`src/rtl/trigger_sequencer_pkg.sv`:
```
// Shared types and default widths for the trigger sequencer.
// Holds the FSM state enum and the default counter/pulse-count widths.
package trigseq_pkg;

    localparam int CNT_W_DEF = 16;
    localparam int NUM_W_DEF = 8;

    typedef enum logic [1:0] {
        S_IDLE,
        S_DELAY,
        S_HIGH,
        S_GAP
    } state_t;

endpackage

```
`src/rtl/trigger_sequencer_if.sv`:
```
// Handshake/config bundle between a controller and the trigger sequencer.
// master drives start/abort/cfg_*; slave drives trigger/busy/done/pulse_idx.
interface trigger_sequencer_if
    import trigseq_pkg::*;
#(
    parameter int CNT_W = CNT_W_DEF,
    parameter int NUM_W = NUM_W_DEF
);

    logic             start;
    logic             abort;
    logic [CNT_W-1:0] cfg_delay;
    logic [CNT_W-1:0] cfg_width;
    logic [CNT_W-1:0] cfg_gap;
    logic [NUM_W-1:0] cfg_count;
    logic             trigger;
    logic             busy;
    logic             done;
    logic [NUM_W-1:0] pulse_idx;

    modport master (
        output start, abort,
        output cfg_delay, cfg_width,
        output cfg_gap, cfg_count,
        input  trigger, busy,
        input  done, pulse_idx
    );

    modport slave (
        input  start, abort,
        input  cfg_delay, cfg_width,
        input  cfg_gap, cfg_count,
        output trigger, busy,
        output done, pulse_idx
    );

endinterface

```
`src/rtl/trigger_sequencer_rise_detect.sv`:
```
// Rising-edge detector: pulse = in now high, low at the previous clock edge.
// Ports: clk, rst (sync, active-high), in, pulse (combinational, masked in reset).
module rise_detect (
    input  logic clk,
    input  logic rst,
    input  logic in,
    output logic pulse
);

    logic prev_q;

    // History tracks the input even during reset, so a level held high
    // across reset release is not seen as an edge.
    always_ff @(posedge clk) begin
        prev_q <= in;
    end

    assign pulse = in & ~prev_q & ~rst;

endmodule

```
`src/rtl/trigger_sequencer.sv`:
```
// Programmable pulse-train generator: delay, N pulses of width W, gap G.
// Ports: clk, rst (sync, active-high), bus (slave side of trigger_sequencer_if).
module trigger_sequencer
    import trigseq_pkg::*;
#(
    parameter int CNT_W = CNT_W_DEF,
    parameter int NUM_W = NUM_W_DEF
) (
    input  logic                clk,
    input  logic                rst,
    trigger_sequencer_if.slave  bus
);

    state_t           state_q;
    logic [CNT_W-1:0] cnt_q;
    logic [CNT_W-1:0] delay_q;
    logic [CNT_W-1:0] wlast_q;
    logic [CNT_W-1:0] glast_q;
    logic [NUM_W-1:0] num_q;
    logic [NUM_W-1:0] idx_q;
    logic             trig_q;
    logic             busy_q;
    logic             done_q;

    logic             edge_w;
    logic [NUM_W:0]   idx_nx;
    logic             more_w;

    // Terminal count for a phase of length v; zero length acts as one.
    function automatic logic [CNT_W-1:0] last_of(
        input logic [CNT_W-1:0] v
    );
        return (v == '0) ? '0 : v - CNT_W'(1);
    endfunction

    rise_detect u_rise (
        .clk   (clk),
        .rst   (rst),
        .in    (bus.start),
        .pulse (edge_w)
    );

    // One extra bit so the compare stays correct at the top of the range.
    assign idx_nx = {1'b0, idx_q} + (NUM_W + 1)'(1);
    assign more_w = idx_nx < {1'b0, num_q};

    always_ff @(posedge clk) begin
        if (rst) begin
            state_q <= S_IDLE;
            cnt_q   <= '0;
            delay_q <= '0;
            wlast_q <= '0;
            glast_q <= '0;
            num_q   <= '0;
            idx_q   <= '0;
            trig_q  <= 1'b0;
            busy_q  <= 1'b0;
            done_q  <= 1'b0;
        end else if (bus.abort) begin
            state_q <= S_IDLE;
            cnt_q   <= '0;
            trig_q  <= 1'b0;
            busy_q  <= 1'b0;
            done_q  <= 1'b0;
        end else begin
            done_q <= 1'b0;
            unique case (state_q)
                S_IDLE: begin
                    if (edge_w) begin
                        delay_q <= bus.cfg_delay;
                        wlast_q <= last_of(bus.cfg_width);
                        glast_q <= last_of(bus.cfg_gap);
                        num_q   <= bus.cfg_count;
                        idx_q   <= '0;
                        cnt_q   <= '0;
                        state_q <= S_DELAY;
                    end
                end
                S_DELAY: begin
                    busy_q <= 1'b1;
                    if (num_q == '0) begin
                        // Empty train: a silent HIGH phase that ends on
                        // the next edge, giving one busy cycle then done.
                        cnt_q   <= wlast_q;
                        state_q <= S_HIGH;
                    end else if (cnt_q == delay_q) begin
                        cnt_q   <= '0;
                        trig_q  <= 1'b1;
                        state_q <= S_HIGH;
                    end else begin
                        cnt_q <= cnt_q + CNT_W'(1);
                    end
                end
                S_HIGH: begin
                    if (cnt_q == wlast_q) begin
                        cnt_q  <= '0;
                        trig_q <= 1'b0;
                        if (more_w) begin
                            state_q <= S_GAP;
                        end else begin
                            state_q <= S_IDLE;
                            busy_q  <= 1'b0;
                            done_q  <= 1'b1;
                        end
                    end else begin
                        cnt_q <= cnt_q + CNT_W'(1);
                    end
                end
                S_GAP: begin
                    if (cnt_q == glast_q) begin
                        cnt_q   <= '0;
                        trig_q  <= 1'b1;
                        idx_q   <= idx_nx[NUM_W-1:0];
                        state_q <= S_HIGH;
                    end else begin
                        cnt_q <= cnt_q + CNT_W'(1);
                    end
                end
                default: state_q <= S_IDLE;
            endcase
        end
    end

    assign bus.trigger   = trig_q;
    assign bus.busy      = busy_q;
    assign bus.done      = done_q;
    assign bus.pulse_idx = idx_q;

endmodule

```
`src/flat_wrapper.sv`:
```
// flat-port wrapper written by rule: the top's interface ports become plain ports
module trigger_sequencer_flat import trigseq_pkg::*;
#(
    parameter int CNT_W = CNT_W_DEF,
    parameter int NUM_W = NUM_W_DEF
)
  (clk, rst, bus_start, bus_abort, bus_cfg_delay, bus_cfg_width, bus_cfg_gap, bus_cfg_count, bus_trigger, bus_busy, bus_done, bus_pulse_idx);
  trigger_sequencer_if #(.CNT_W(CNT_W), .NUM_W(NUM_W)) bus_i ();
  input  logic clk;
  input  logic rst;
  input wire logic [$bits(bus_i.start)-1:0] bus_start;
  input wire logic [$bits(bus_i.abort)-1:0] bus_abort;
  input wire logic [$bits(bus_i.cfg_delay)-1:0] bus_cfg_delay;
  input wire logic [$bits(bus_i.cfg_width)-1:0] bus_cfg_width;
  input wire logic [$bits(bus_i.cfg_gap)-1:0] bus_cfg_gap;
  input wire logic [$bits(bus_i.cfg_count)-1:0] bus_cfg_count;
  output wire logic [$bits(bus_i.trigger)-1:0] bus_trigger;
  output wire logic [$bits(bus_i.busy)-1:0] bus_busy;
  output wire logic [$bits(bus_i.done)-1:0] bus_done;
  output wire logic [$bits(bus_i.pulse_idx)-1:0] bus_pulse_idx;
  assign bus_i.start = bus_start;
  assign bus_i.abort = bus_abort;
  assign bus_i.cfg_delay = bus_cfg_delay;
  assign bus_i.cfg_width = bus_cfg_width;
  assign bus_i.cfg_gap = bus_cfg_gap;
  assign bus_i.cfg_count = bus_cfg_count;
  assign bus_trigger = bus_i.trigger;
  assign bus_busy = bus_i.busy;
  assign bus_done = bus_i.done;
  assign bus_pulse_idx = bus_i.pulse_idx;
  trigger_sequencer #(.CNT_W(CNT_W), .NUM_W(NUM_W)) u_core (.clk(clk), .rst(rst), .bus(bus_i));
endmodule
```
`config.mk`:
```
export PLATFORM = sky130hd
export DESIGN_NAME = trigger_sequencer_flat
export DESIGN_NICKNAME = d
export VERILOG_FILES = /design/src/rtl/trigger_sequencer_pkg.sv /design/src/rtl/trigger_sequencer_if.sv /design/src/rtl/trigger_sequencer_rise_detect.sv /design/src/rtl/trigger_sequencer.sv /design/src/flat_wrapper.sv
export SDC_FILE = /design/constraint.sdc
export NUM_CORES = 1
export LEC_CHECK = 0
export ABC_CLOCK_PERIOD_IN_PS = 4400
export CAP_MARGIN = 20
export CORE_MARGIN = 2
export CORE_UTILIZATION = 45
export DETAILED_ROUTE_END_ITERATION = 10
export GPL_ROUTABILITY_DRIVEN = 0
export PLACE_DENSITY = 0.72
export SYNTH_ARGS = -nofsm -noshare
export SYNTH_HDL_FRONTEND = slang
export SYNTH_SLANG_ARGS = --single-unit
```
`constraint.sdc`:
```
create_clock -name clk -period 4.4 [get_ports clk]
set_input_delay 0.66 -clock clk [delete_from_list [all_inputs] [get_ports clk]]
set_output_delay 0.66 -clock clk [all_outputs]
set_load 0.005 [all_outputs]
```
Word-level counts from Yosys, hierarchy flattened

Index checks and enable logic that the tools add are counted.

$add $sub $neg: 4
$mul: 0
Divide/modulo/power cells: 0
Order comparisons: 1
Equality and inequality tests: 13
Shift-type cells: 0
Mux-type cells: 27
Bitwise logic cells: 7
Reductions and logical operators: 14

Operator list:

| cell                  | count |
|---|---|
| $mux 16               | 7 |
| $pmux 16 s4           | 1 |
| $eq 16x16->1          | 3 |
| $logic_not 16->1      | 2 |
| $sub 16x1->16 const B | 2 |
| $add 16x1->16 const B | 1 |
| $mux 8                | 2 |
| $pmux 8 s2            | 1 |
| $mux 2                | 6 |
| $add 8x1->9 const B   | 1 |
| $lt 9x8->1            | 1 |
| $logic_not 8->1       | 1 |
| $ne 2x1->1 const B    | 4 |
| $pmux 2 s4            | 1 |
| $reduce_and 4->1      | 2 |
| $mux 1                | 7 |
| $reduce_and 3->1      | 2 |
| $not 1->1             | 5 |
| $reduce_and 5->1      | 1 |
| $eq 2x2->1 const B    | 2 |
| $ne 2x2->1 const B    | 2 |
| $reduce_bool 2->1     | 2 |
| $reduce_or 4->1       | 1 |
| $ne 3x1->1 const B    | 1 |
| 7 further kinds       | 8 |

Bits in registers: 86
Latch bits: 0
RAM bits: 0
Bits in read-only memories: 0
Input port bits: 60
Output and inout bits: 11
Word-level logic and storage cells: 77
Memories kept: 0

Depth between registers and ports, before layout

Word-level depth: 5
Gate-level depth with buffers: 11
Mapped depth without buffers: 11

Modules after synthesis

From an unflattened synthesis, not the netlist that was laid out.

Cells, all modules: 637
Area total of the unflattened synthesis: 4993.5 µm²

By module, submodules not included:

| module            | times used | cells an instance | area each (µm²) | seq. area each (µm²) |
|---|---|---|---|---|
| trigger_sequencer | 1          | 635               | 4961.0          | 1701.6 |
| rise_detect       | 1          | 2                 | 32.5            | 20.0 |

Worst setup path after synthesis

No wires, ideal clock.

Path type: reg2reg
Start point: reg u_core.idx_q[0] (netlist: u_core.bus.pulse_idx[0])
End point: reg u_core.state_q[1]
Library setup time: 0.101 ns
Arrival: 2.483 ns
Data required time: 4.299 ns
Setup slack: 1.816 ns
Stages on the path, launching flop included: 12
Buffers on the path: 0
Period minus slack after synthesis: 2.584 ns
Cells stage by stage: dfxtp_1 ha_1 nand3_1 or2_2 xnor2_1 ha_1 a2111oi_0 nand2_1 a211o_1 nor2_1 nor3_1 o41ai_1

Cells in the longest elaborated chain, start to end: 5

RTL lines:

| what                   | line                     | RTL |
|---|---|---|
| from (decl)            | trigger_sequencer.sv:20  | `logic [NUM_W-1:0] idx_q;` |
| from (signal assigned) | trigger_sequencer.sv:113 | `idx_q <= idx_nx[NUM_W-1:0];` |
| $add 8x1->9            | trigger_sequencer.sv:44  | `assign idx_nx = {1'b0, idx_q} + (NUM_W + 1)'(1);` |
| $lt 9x8->1             | trigger_sequencer.sv:45  | `assign more_w = idx_nx < {1'b0, num_q};` |
| $mux 2                 | trigger_sequencer.sv:98  | `if (more_w) begin` |
| $mux 2                 | trigger_sequencer.sv:95  | `if (cnt_q == wlast_q) begin` |
| $pmux 2 s4             | trigger_sequencer.sv:67  | `unique case (state_q)` |
| to (signal assigned)   | trigger_sequencer.sv:49  | `state_q <= S_IDLE;` |
| to (signal assigned)   | trigger_sequencer.sv:99  | `state_q <= S_GAP;` |
| to (signal assigned)   | trigger_sequencer.sv:101 | `state_q <= S_IDLE;` |
| to (decl)              | trigger_sequencer.sv:14  | `state_t state_q;` |

No other way between the ends. The select of a mux whose other input is x is not followed.
A chain may end at the register's enable or synchronous reset.

Worst setup path after layout

Start point: reg u_core.cnt_q[5]
End point: reg u_core.cnt_q[5]

Cells in the longest elaborated chain, start to end: 4
Elaborated cells between the ends (all ways): 9
Those cells by class: add/sub: 1; eq/ne: 3; mux: 5

RTL lines:

| what                                                 | line                     | RTL |
|---|---|---|
| from (decl)                                          | trigger_sequencer.sv:15  | `logic [CNT_W-1:0] cnt_q;` |
| from (signal assigned)                               | trigger_sequencer.sv:84  | `cnt_q <= wlast_q;` |
| from (signal assigned)                               | trigger_sequencer.sv:91  | `cnt_q <= cnt_q + CNT_W'(1);` |
| from (signal assigned)                               | trigger_sequencer.sv:106 | `cnt_q <= cnt_q + CNT_W'(1);` |
| $add 16x1->16 / $eq 16x16->1 (equally long branches) | --                       |  |
| $mux 16                                              | trigger_sequencer.sv:86  | `end else if (cnt_q == delay_q) begin` |
| $mux 16                                              | trigger_sequencer.sv:81  | `if (num_q == '0) begin` |
| $pmux 16 s4 (*)                                      | trigger_sequencer.sv:67  |  |

Mark *: on every way between the ends. The rest lies on a longest branch, timed or not.

==> run metrics <==
max-cap viol count=0; DRC=0; die width=around 110 um; CP Capture Type=register; post-synth net total=696; Hold/Removal Path Class=register to register; htree depth=3; top post-synthesis cells by area=dfxtp_1 34%, xnor2_1 9.0%, nand2_1 7.4%; number of synthesized flops with an enable pin=0; total global-route track usage=22.3%; die outline height=110 um; postcts setup bufs=0; RSZ-0062 raised after global routing=false; largest net degree at the start of global routing=53; fmax=314 MHz; Routed Antenna Nets=0; cts bufs inserted=9; Vias/cell=approximately 5.7; Synth Cell Area=slightly above 5000 um^2; Final Total Pwr=1.66 mW; sequential area share after synthesis=34.1%; die area=about 12,000 um^2; first-pass GRT wire length=20,900 um; total gr overflow=0; layout cells sized above 1=5.23%; Final setup violation count=0; register area=1720 um^2; Main synth FF type=dfxtp_1; synth cell count leaders=99 x nand2_1, 86 x dfxtp_1, 54 x nor2_1, 52 x xnor2_1, 28 x clkbuf_1; clk slew on worst S/H paths=0.09 ns; non-filler cells in the finished layout=809; worst hold path depth=2; asr flop ratio synth=0%; slew at the pin closest to its max-slew limit=1.11 ns; Final Hold Vio Count=0; hpwl dp=9580 um; CTS root buf=clkbuf_8; CP Max Fanout=14; total negative slack=0 ns; CP startpoint kind=register; vias=approximately 4.6k; Worst Path Arrival=3.41 ns; Yosys reg bits=86; slew margin rel.=between 20% and 30%; fin nets=740; DP Area=5740 um^2; area of the multi-input gates=3040 um^2; CP required=4.62 ns; worst reg-to-reg path cell count=7; vias in the first global route=4,329; Worst Skew=0.0116 ns; Power Dens Cells=between 200 and 300 nW/um^2; most area-hungry cell type in the Yosys netlist=dfxtp_1; port bufs=70; routed wire length=13,100 um; status=complete, no violations; Mapped Cells=slightly above 600; post-route cell area=5980 um^2; # IOs=just over 70; critical path class=register to register; row count=38; area grow syn2layout=18.4%; period utilisation layout=72.5%; synth unique cells=55; pins over their slew limit=0; initial core utilization=a little under half; worst vdd ir=0.206 mV; Iteration-0 DRC Markers=368; CTS tree=done; count leader, synth=nand2_1; static leakage power=roughly 2.2 nW; initial antenna violation count=0; min Tclk post-route=3.19 ns; placed insts=792; worst skew pair latency=0.38 ns; post-CTS resize count=0; top-area cell type share of the netlist area=34.1%; Synth warnings=0; clock sink count=86; core area=10,900 um^2; WL/cell=16.1 um; DR pass1 iterations=5; Post-Syn Area per Cell=~8 um^2; antenna cells=0; maximum buffer depth of the clock tree=2; fill count=996; CTS Hold Bufs=0
-- critical path: stages, from the launching register on --
cell and delay, ns:
dfxtp_1 0.63, xnor2_1 0.18, nand4_1 0.16, or4_4 0.52, a221oi_2 0.92, o21ai_0 0.25, a221oi_1 0.29, a211oi_1 0.09
-- routing by layer --
| layer | routed length (um) | track usage [%] |
|---|---|---|
| met3 | 811 | 4.09 |
| met4 | 299 | 7.87 |
| met5 | 0 | 0 |
| met1 | 5710 | 27.8 |
| met2 | 6220 | 38.5 |
-- kinds of logic (layout without fill, tap and decap cells) --
| family | count (synthesis) | count (layout) | synth area share [%] |
|---|---|---|---|
| mux | 5 | 5 | 1.04 |
| simple gates | 262 | 262 | 25.4 |
| buf+inv | 60 | 109 | 5.68 |
| xor+xnor | 80 | 80 | 14.2 |
| compound gates | 111 | 111 | 15.6 |
| fa+ha+maj | 16 | 16 | 3.97 |
| flops | 86 | 86 | 34.1 |
-- flip-flops by register name, summed over array words and instances (netlist names) --
signal and cells:
u_core.bus.busy 1, u_core.bus.done 1, u_core.bus.pulse_idx 8, u_core.bus.trigger 1, u_core.cnt_q 16, u_core.delay_q 16
u_core.glast_q 16, u_core.num_q 8, u_core.state_q 2, u_core.u_rise.prev_q 1, u_core.wlast_q 16
-- layout by cell type, fill, tap and decap left out, types with 11 or more instances in the layout --
cell type	synthesis	routed
clkdlybuf4s50_1	0	70
nand2_1	99	99
nand3_1	15	15
xnor2_1	52	52
a22oi_1	15	15
inv_1	17	17
nand4_1	12	12
nand3b_1	18	18
a21oi_1	13	13
xor2_1	26	26
o31ai_1	11	11
nor4_1	14	14
nor2_1	54	54
o21ai_0	24	24
dfxtp_1	86	86
ha_1	16	16
-- final timing paths --
kind / start / endpoint / slack [ns]
min: u_core.bus.busy / u_core.bus.busy / 0.47
max: u_core.cnt_q[5] / u_core.cnt_q[5] / 1.21
min reg2reg: u_core.bus.busy / u_core.bus.busy / 0.47
max reg2reg: u_core.cnt_q[5] / u_core.cnt_q[5] / 1.21
-- through the flow --
step | hold WS [ns] | setup slack, ns | utilization, %
5_1_grt | 0.499 | 1.02 | 54.9
3_5_place_dp | 0.459 | 1.09 | 52.7
4_1_cts | 0.472 | 1.28 | 54.8
6_report | 0.469 | 1.21 | 54.9
2_1_floorplan | 0.446 | 1.82 | -
3_3_place_gp | 0.446 | 1.19 | 52.7
-- power breakdown --
part           total (mW)  switching, mW  internal, mW
clock               0.648          0.309         0.339
combinational       0.201          0.100         0.101
sequential          0.811         0.0154         0.796
total                1.66          0.425          1.24
-- final cells by class --
class / instances / area share (%)
Clock buffer: 10 / 2.30
Clock inverter: 6 / 1.57
Timing Repair Buffer: 76 / 12.5
Inverter: 17 / 1.07
Sequential cell: 86 / 28.8
Multi-Input combinational cell: 474 / 50.8
Tap cell: 140 / 2.93
Power figures use the tool's default switching activity.
